$ cat config.mk
export PLATFORM = sky130hd
export DESIGN_NAME = word_packer
export DESIGN_NICKNAME = d
export VERILOG_FILES = /design/src/rtl/word_packer.sv
export SDC_FILE = /design/constraint.sdc
export NUM_CORES = 1
export LEC_CHECK = 0
export CORE_AREA = 2 2 39 41
export CTS_BUF_LIST = sky130_fd_sc_hd__clkbuf_4
export CTS_CLUSTER_SIZE = 24
export DETAILED_ROUTE_END_ITERATION = 10
export DIE_AREA = 0 0 41 43
export GPL_TIMING_DRIVEN = 0
export PLACE_DENSITY_LB_ADDON = 0.05
export SLEW_MARGIN = 10
export SYNTH_ARGS = -nofsm -noshare
export SYNTH_HDL_FRONTEND = slang
export SYNTH_SLANG_ARGS = --single-unit
$ cat constraint.sdc
create_clock -name clk_i -period 1.62 [get_ports clk_i]
set_input_delay 0.162 -clock clk_i [delete_from_list [all_inputs] [get_ports clk_i]]
set_output_delay 0.162 -clock clk_i [all_outputs]
set_load 0.01 [all_outputs]
$ cat src/rtl/word_packer.sv
`default_nettype none
// ============================================================================
// Module   : word_packer
// Purpose  : Collects a stream of Width-bit words into frames of Count words
//            and presents each frame as one packed Width*Count-bit word.
//            Valid/ready handshake on both sides. A separate output holding
//            register lets the next frame assemble while the current frame
//            waits for the consumer.
// Ports    : clk_i    - clock, rising edge
//            rst_ni   - asynchronous active-low reset
//            clear_i  - synchronous abort of the partially assembled frame
//            valid_i  - input word present on data_i
//            ready_o  - block accepts a word this cycle
//            data_i   - input word (Width bits)
//            valid_o  - packed frame present on data_o
//            ready_i  - consumer accepts the frame this cycle
//            data_o   - packed frame, first-accepted word in the LSBs
//            level_o  - words held in the partial frame (0..Count-1)
// Revision : 1.0 - initial release
// ============================================================================
module word_packer #(
    parameter int Width = 1,
    parameter int Count = 4
) (
    input  logic                     clk_i,
    input  logic                     rst_ni,
    input  logic                     clear_i,
    input  logic                     valid_i,
    output logic                     ready_o,
    input  logic [Width-1:0]         data_i,
    output logic                     valid_o,
    input  logic                     ready_i,
    output logic [Width*Count-1:0]   data_o,
    output logic [$clog2(Count)-1:0] level_o
);

    localparam int CNT_W = $clog2(Count);
    localparam logic [CNT_W-1:0] C_LAST = CNT_W'(Count - 1);

    // Assembly lanes; the final word of a frame bypasses them and goes
    // straight into the output register alongside the stored lanes.
    logic [Count-2:0][Width-1:0] r_lanes;
    logic [CNT_W-1:0]            r_cnt;
    logic [Width*Count-1:0]      r_data_out;
    logic                        r_valid_out;

    logic w_last;
    logic w_ready;
    logic w_accept;
    logic w_complete;
    logic w_consume;

    assign w_last     = (r_cnt == C_LAST);
    // Only backpressure case: the final word would overwrite a held frame
    // that the consumer is not draining this cycle.
    assign w_ready    = !clear_i && !(w_last && r_valid_out && !ready_i);
    assign w_accept   = valid_i && w_ready;
    assign w_complete = w_accept && w_last;
    assign w_consume  = r_valid_out && ready_i;

    always_ff @(posedge clk_i or negedge rst_ni) begin
        if (!rst_ni) begin
            r_lanes     <= '0;
            r_cnt       <= '0;
            r_data_out  <= '0;
            r_valid_out <= 1'b0;
        end else begin
            // Word counter / partial-frame bookkeeping
            if (clear_i) begin
                r_cnt <= '0;
            end else if (w_accept) begin
                if (w_last) begin
                    r_cnt <= '0;
                end else begin
                    r_cnt <= r_cnt + CNT_W'(1);
                end
            end

            // Lane loads; lanes are left stale once a frame completes
            for (int i = 0; i < Count - 1; i++) begin
                if (w_accept && !w_last && (r_cnt == CNT_W'(i))) begin
                    r_lanes[i] <= data_i;
                end
            end

            // Output register: a completing frame wins over a consume, so a
            // simultaneous consume+complete keeps valid high with new data.
            if (w_complete) begin
                r_data_out  <= {data_i, r_lanes};
                r_valid_out <= 1'b1;
            end else if (w_consume) begin
                r_valid_out <= 1'b0;
            end
        end
    end

    assign ready_o = w_ready;
    assign valid_o = r_valid_out;
    assign data_o  = r_data_out;
    assign level_o = r_cnt;

endmodule
`default_nettype wire

# == After elaboration in Yosys (flattened, before gate mapping) ==
# Cells that the tools add are included.
# word_totals
inputBits,6
elab_cells,32
regBits,10
output_inout_bits,8
# op_classes
n_mux,5
n_reduce_logical,17
n_addsub,1
n_eq_ne,3
# op_table
op,count
1-bit logical AND,10
2-bit 2-to-1 mux,3
2-bit equality test (second input constant),2
1-bit zero test,4
2-bit nonzero test,2
2-bit by 1-bit adder with 2-bit output (second input constant),1
2-bit by 1-bit equality test with 1-bit output (second input constant),1
2-bit zero test,1
1-bit 2-to-1 mux,2

# == Longest topological paths before layout ==
# logic_depth
word_depth,8
mapped_depth,4

# == Worst setup path after synthesis ==
# OpenSTA, ideal clock, no wires.
# synth_timing
path_type,register -> register
start,reg r_cnt[1] (netlist: level_o[1])
end,reg r_data_out[0] (netlist: data_o[0])
path_stages_with_launch,4
arrival_time_ns,1.258
required_time_ns,1.495
period_less_slack_ns,1.383
path_slack_ns,0.237
n_path_buf,0
setup_time_ns,0.125
cell_sequence,dfrtp_1 > ha_1 > and4bb_4 > mux2_4
# synth_between
elab_chain_len,7
# synth_rtl
item,line_no,rtl
start: declaration,43,logic [CNT_W-1:0] r_cnt;
start signal: assignment,75,r_cnt <= r_cnt + CNT_W'(1);
2-bit equality test *,53,assign w_last = (r_cnt == C_LAST);
1-bit logical AND (2 in series),56,assign w_ready = !clear_i && !(w_last && r_valid_out && !ready_i);
1-bit zero test,56,
1-bit logical AND,56,
1-bit logical AND,57,assign w_accept = valid_i && w_ready;
1-bit logical AND *,58,assign w_complete = w_accept && w_last;
end signal: assignment,89,"r_data_out <= {data_i, r_lanes};"
end: declaration,44,logic [Width*Count-1:0] r_data_out;
# Every way passes the cells marked *; elsewhere a longest branch is shown, timed or not.
# A chain may end at the register's enable or synchronous reset.

# == Worst setup path after layout ==
# layout_timing
start,reg r_cnt[0] (netlist: level_o[0])
end,out ready_o
# layout_between
elab_chain_len,5
# layout_rtl
item,line_no,rtl
2-bit equality test,53,
1-bit logical AND (2 in series),56,
1-bit zero test,56,
1-bit logical AND,56,
end: declaration,29,"output logic ready_o,"
# Every way passes these cells.

==> impl_metrics.ini <==
[status]
status = finished clean

[placed_design]
place_ws_ns = 0.0433
dp_hpwl_um = 708
place_inst = 66
placed_cell_area_um2 = 664
gp_congestion = 0.697
portBuffers = 13

[cells_and_area]
fin_cells = 69
final_cell_mix = clkdlybuf4s50_1, dfrtp_1, mux2_4, ha_1
area_growth_pct = 33.3
drive_above_1_share = 0.264
final_common_cell = clkdlybuf4s50_1
nets = 65
antenna_cells = 0
final_area_um2 = 686

[grt]
grt_usage = 0.129
grt_max_degree = 11
grt-ovfl-total = 0
antenna_found_initial = 0
grt_pass1_wl_mm = 1.41
grt_pass1_vias = 318

[route]
drtPass1Iterations = 1
drt-initial-drc-count = 0
dr_total_vias = 337
via_per_inst = 4.88
wirelength_um = 901
ant_nets = 0
drc_errors = 0
wl_per_cell_um = 13.1

[sta]
min_period_ns = 1.53
timing.fmax_ghz = 0.652
final.setup.tns_ns = 0
max_slew_margin = 0.693
rsz0062_at_grt = no
hold_viol = 0
clock_skew_ns = 0.00331
setup_violations = 0
slew_viol_final = 0
worstMarginPinSlew_ns = 0.459
min_period_over_period = 0.947
fin_ws_ns = 0.0854

[clock_network]
clock_latency_ns = 0.26
ctsHoldBuffers = 0
numCtsBuffers = 3
cts-root-buf = clkbuf_4
cts_sinks = 10
clkTransAtPathRegs_ns = 0.06
clock_path_buffers = 2
cts_max_level = 1
cts_tree = done

[logic_synthesis]
ys_warn_count = 0
synth_area_um2 = 514
syn_inst = 37
syn_area_per_cell_um2 = 13.9
synth.distinct_cells = 16
ys_ff_latch = 10
synth.area.top_cells = dfrtp_1, mux2_4, ha_1
yosys.area.top_type = dfrtp_1
mappedNetlistNets = 47
netlist.area_leader.share = 0.487
yosysSeqAreaShare = 0.487

[floorplan]
die_y_um = 43
dieArea_um2 = 1760
core_um2 = 1380
die_width_um = 41
top_level_ports = 14
start_util = 0.372
std_cell_rows = 14

[flow_run]
cap_violations = 0

[critical_path]
cp_slowest_cell = dfrtp_1
crit_start = level_o[0]
crit_type = reg2out
cp_cell_sequence = ha_1, a21oi_1, dlygate4sd2_1
slowest_delay_ns = 0.42
crit_fanout = 5
crit_path_end_kind = primary output
start_kind = flip-flop
worstReg2RegStart = level_o[0]
crit_required_ns = 1.46
cp.arrival_ns = 1.37

[pwr]
ir_drop_mv = 0.493
p_leak_uw = 0.000306
p_per_area_nw_per_um2 = 934

[hold_path]
hold_class = in2async
==> sequential cells by signal, summed over array words and instances, names as in the netlist <==
name,cells
r_lanes,3
data_o,4
valid_o,1
level_o,2
==> timing repair <==
| action | CTS | global route |
|---|---|---|
| setup buffers | 0 | 0 |
| resized for setup | 1 | 0 |
| endpoints found under the setup margin | 1 | 0 |
==> path summary, 6_finish.rpt <==
kind                         endpoint  slack, ns  cells after the start
min in group clk_i          data_o[1]       0.51                      1
setup reg to reg           r_lanes[1]       0.17                      4
max in group asynchronous   data_o[0]       1.09                      1
hold / removal              data_o[1]       0.22                      1
hold reg to reg             data_o[1]       0.51                      1
setup / recovery              ready_o       0.09                      3
==> cell type report <==
| cell class | instances | area, µm² |
|---|---|---|
| clock buffers | 3 | 22.5 |
| fillers | 125 | 698 |
| repair buffers | 13 | 129 |
| flip-flops and latches | 10 | 250 |
| well taps | 16 | 20.0 |
| multi-input cells | 25 | 256 |
| inverters | 2 | 7.51 |
==> cell usage after synthesis <==
master    count
and4bb_4      1
inv_1         2
a21oi_1       1
nand2_1       3
mux2_2        3
ha_1          4
nor3b_2       1
a21boi_0      1
o31ai_1       1
dfrtp_1      10
or2_2         1
mux2i_1       1
nor2b_4       1
or4b_1        1
nand2b_1      2
mux2_4        4
==> report_power, final <==
group	internal, µW	switching (µW)	leakage, µW	total [µW]
Sequential	295	27.2	0.000131	322
Clock	85.6	79.4	0.0000138	165
Combinational	99.9	53.0	0.000161	153
Total	480	160	0.000306	640
==> metal layers <==
layer  GRT usage  wire, µm  vias up
li1            -         -      160
met1       0.150       399      165
met2       0.172       443        8
met3      0.0628        34        4
met4       0.100        24        0
met5           0         0        -
==> logic make-up (layout without fill, tap and decap cells) <==
logic type | Yosys count | after routing | share of synthesized area
DFF | 10 | 10 | 0.487
and+or+nand+nor | 10 | 10 | 0.161
buffers and inverters | 2 | 18 | 0.0146
adders and majority gates | 4 | 4 | 0.0973
muxes | 8 | 8 | 0.202
AOI/OAI and AO/OA | 3 | 3 | 0.0389
==> through the flow <==
| step | util | hold slack [ns] | power (µW) |
|---|---|---|---|
| 2_1_floorplan | - | -0.134 | 401 |
| 3_3_place_gp | 0.480 | 0.485 | 474 |
| 3_5_place_dp | 0.480 | 0.495 | 484 |
| 4_1_cts | 0.495 | 0.222 | 655 |
| 5_1_grt | 0.495 | 0.245 | 685 |
| 6_report | 0.495 | 0.217 | 640 |
==> critical path: cells and delay by family (launching register included) <==
kind | cells | cell delay, ns
flip-flops | 1 | 0.42
buffers and inverters | 1 | 0.28
adder cells (fa/ha/maj) | 1 | 0.27
AO/OA/AOI/OAI | 1 | 0.13
Note: power is estimated with default switching activity, not from simulation.
==> edit (same flow settings) <==
Change the parameter `Count` from 4 to 8.
--- a/src/rtl/word_packer.sv
+++ b/src/rtl/word_packer.sv
@@ -22,3 +22,3 @@
     parameter int Width = 1,
-    parameter int Count = 4
+    parameter int Count = 8
 ) (
Interface: changed (resized data_o and level_o); port bits go from 14 to 19. The function was not compared with the original's and may differ.
==> edit against the unedited design <==
The run now ends with negative setup slack left. Sequential cell count grew 9. Area after synthesis rose by 75%. Fmax is 9.8% lower. Routed wire length is 120% higher. Register-to-register slack worse by 220 ps. Synthesized cell count rose by 89%. Clock power is 48% higher. Design area increased by 75%. Hold slack got worse by 41 ps. Power is 48% higher. Setup slack lost 170 ps. Sequential power up 72%. Largest power group unchanged.
==> edit: results <==
metrics = {
    "worst_setup_path": {
        "reg2reg_depth": 5,
    },
    "power_and_ir_drop": {
        "seq-power_mw": 0.553,
        "vdd_drop_max_v": 0.000720,
        "comb_power_share_pct": 15.9,
        "power_mw": 0.948,
        "p_leak_nw": 0.551,
    },
    "timing": {
        "fin_ws_ps": -80.7,
        "setup_viol_count_final": 11,
    },
    "clocking": {
        "insertion_delay_ps": 300,
    },
    "synthesis": {
        "yosys-mux-area-fraction_pct": 18.8,
        "synthAdderAreaFrac_pct": 8.33,
        "synth_compound_area_share_pct": 4.31,
        "synth.distinct_cells": 18,
        "yosys-top-cells-area": "dfrtp_1 53%, mux2_2 19%, ha_1 8.3%",
        "synth_seq_cells": 19,
        "ys_seq_area_share_pct": 52.8,
        "syn_nets": 82,
    },
    "status": {
        "violations": "negative setup slack",
        "status": "complete, but fails checks",
    },
    "global_routing": {
        "use_met3_pct": 3.14,
    },
    "detailed_routing": {
        "dr.pass1.iters": 4,
        "wl_met3_um": 60,
    },
    "cells_and_area": {
        "multi_input_gates": 46,
        "largest_register_ffs": 8,
        "n_all_inverters": 4,
    },
    "hold_path": {
        "hp-class": "in2reg",
    },
}
-- edit: worst min path at each step --
stage,endpoint,cells past startpoint
6_report,level_o[2],2
2_1_floorplan,data_o[0],0
4_1_cts,level_o[1],2
5_1_grt,level_o[2],2
3_5_place_dp,level_o[1],2
3_3_place_gp,level_o[1],2
-- edit: worst max-delay path, delay by kind of cell, from the launching register on --
family,cells,cell delay [ps]
adder cells (fa/ha/maj),2,370
buffers and inverters,1,130
flip-flops,1,430
AND/OR/NAND/NOR,2,310
-- edit: through the flow --
step                setup slack [ps]  cell area (um2)  hold WS (ps)  cells
finish                         -80.7             1200           176    112
floorplan                      -84.2              916          -134     70
global route                    -120             1200           166    112
CTS                            -47.3             1170           150    110
detailed placement              -251             1110           475    103
global placement                -199             1110           452    103
-- edit: what timing repair did --
action | in CTS | in global routing
hold buffers | 0 | 0
pin swaps | 1 | 4
gates resized for setup | 5 | 3
setup buffers | 3 | 2
setup endpoints to repair | 14 | 13
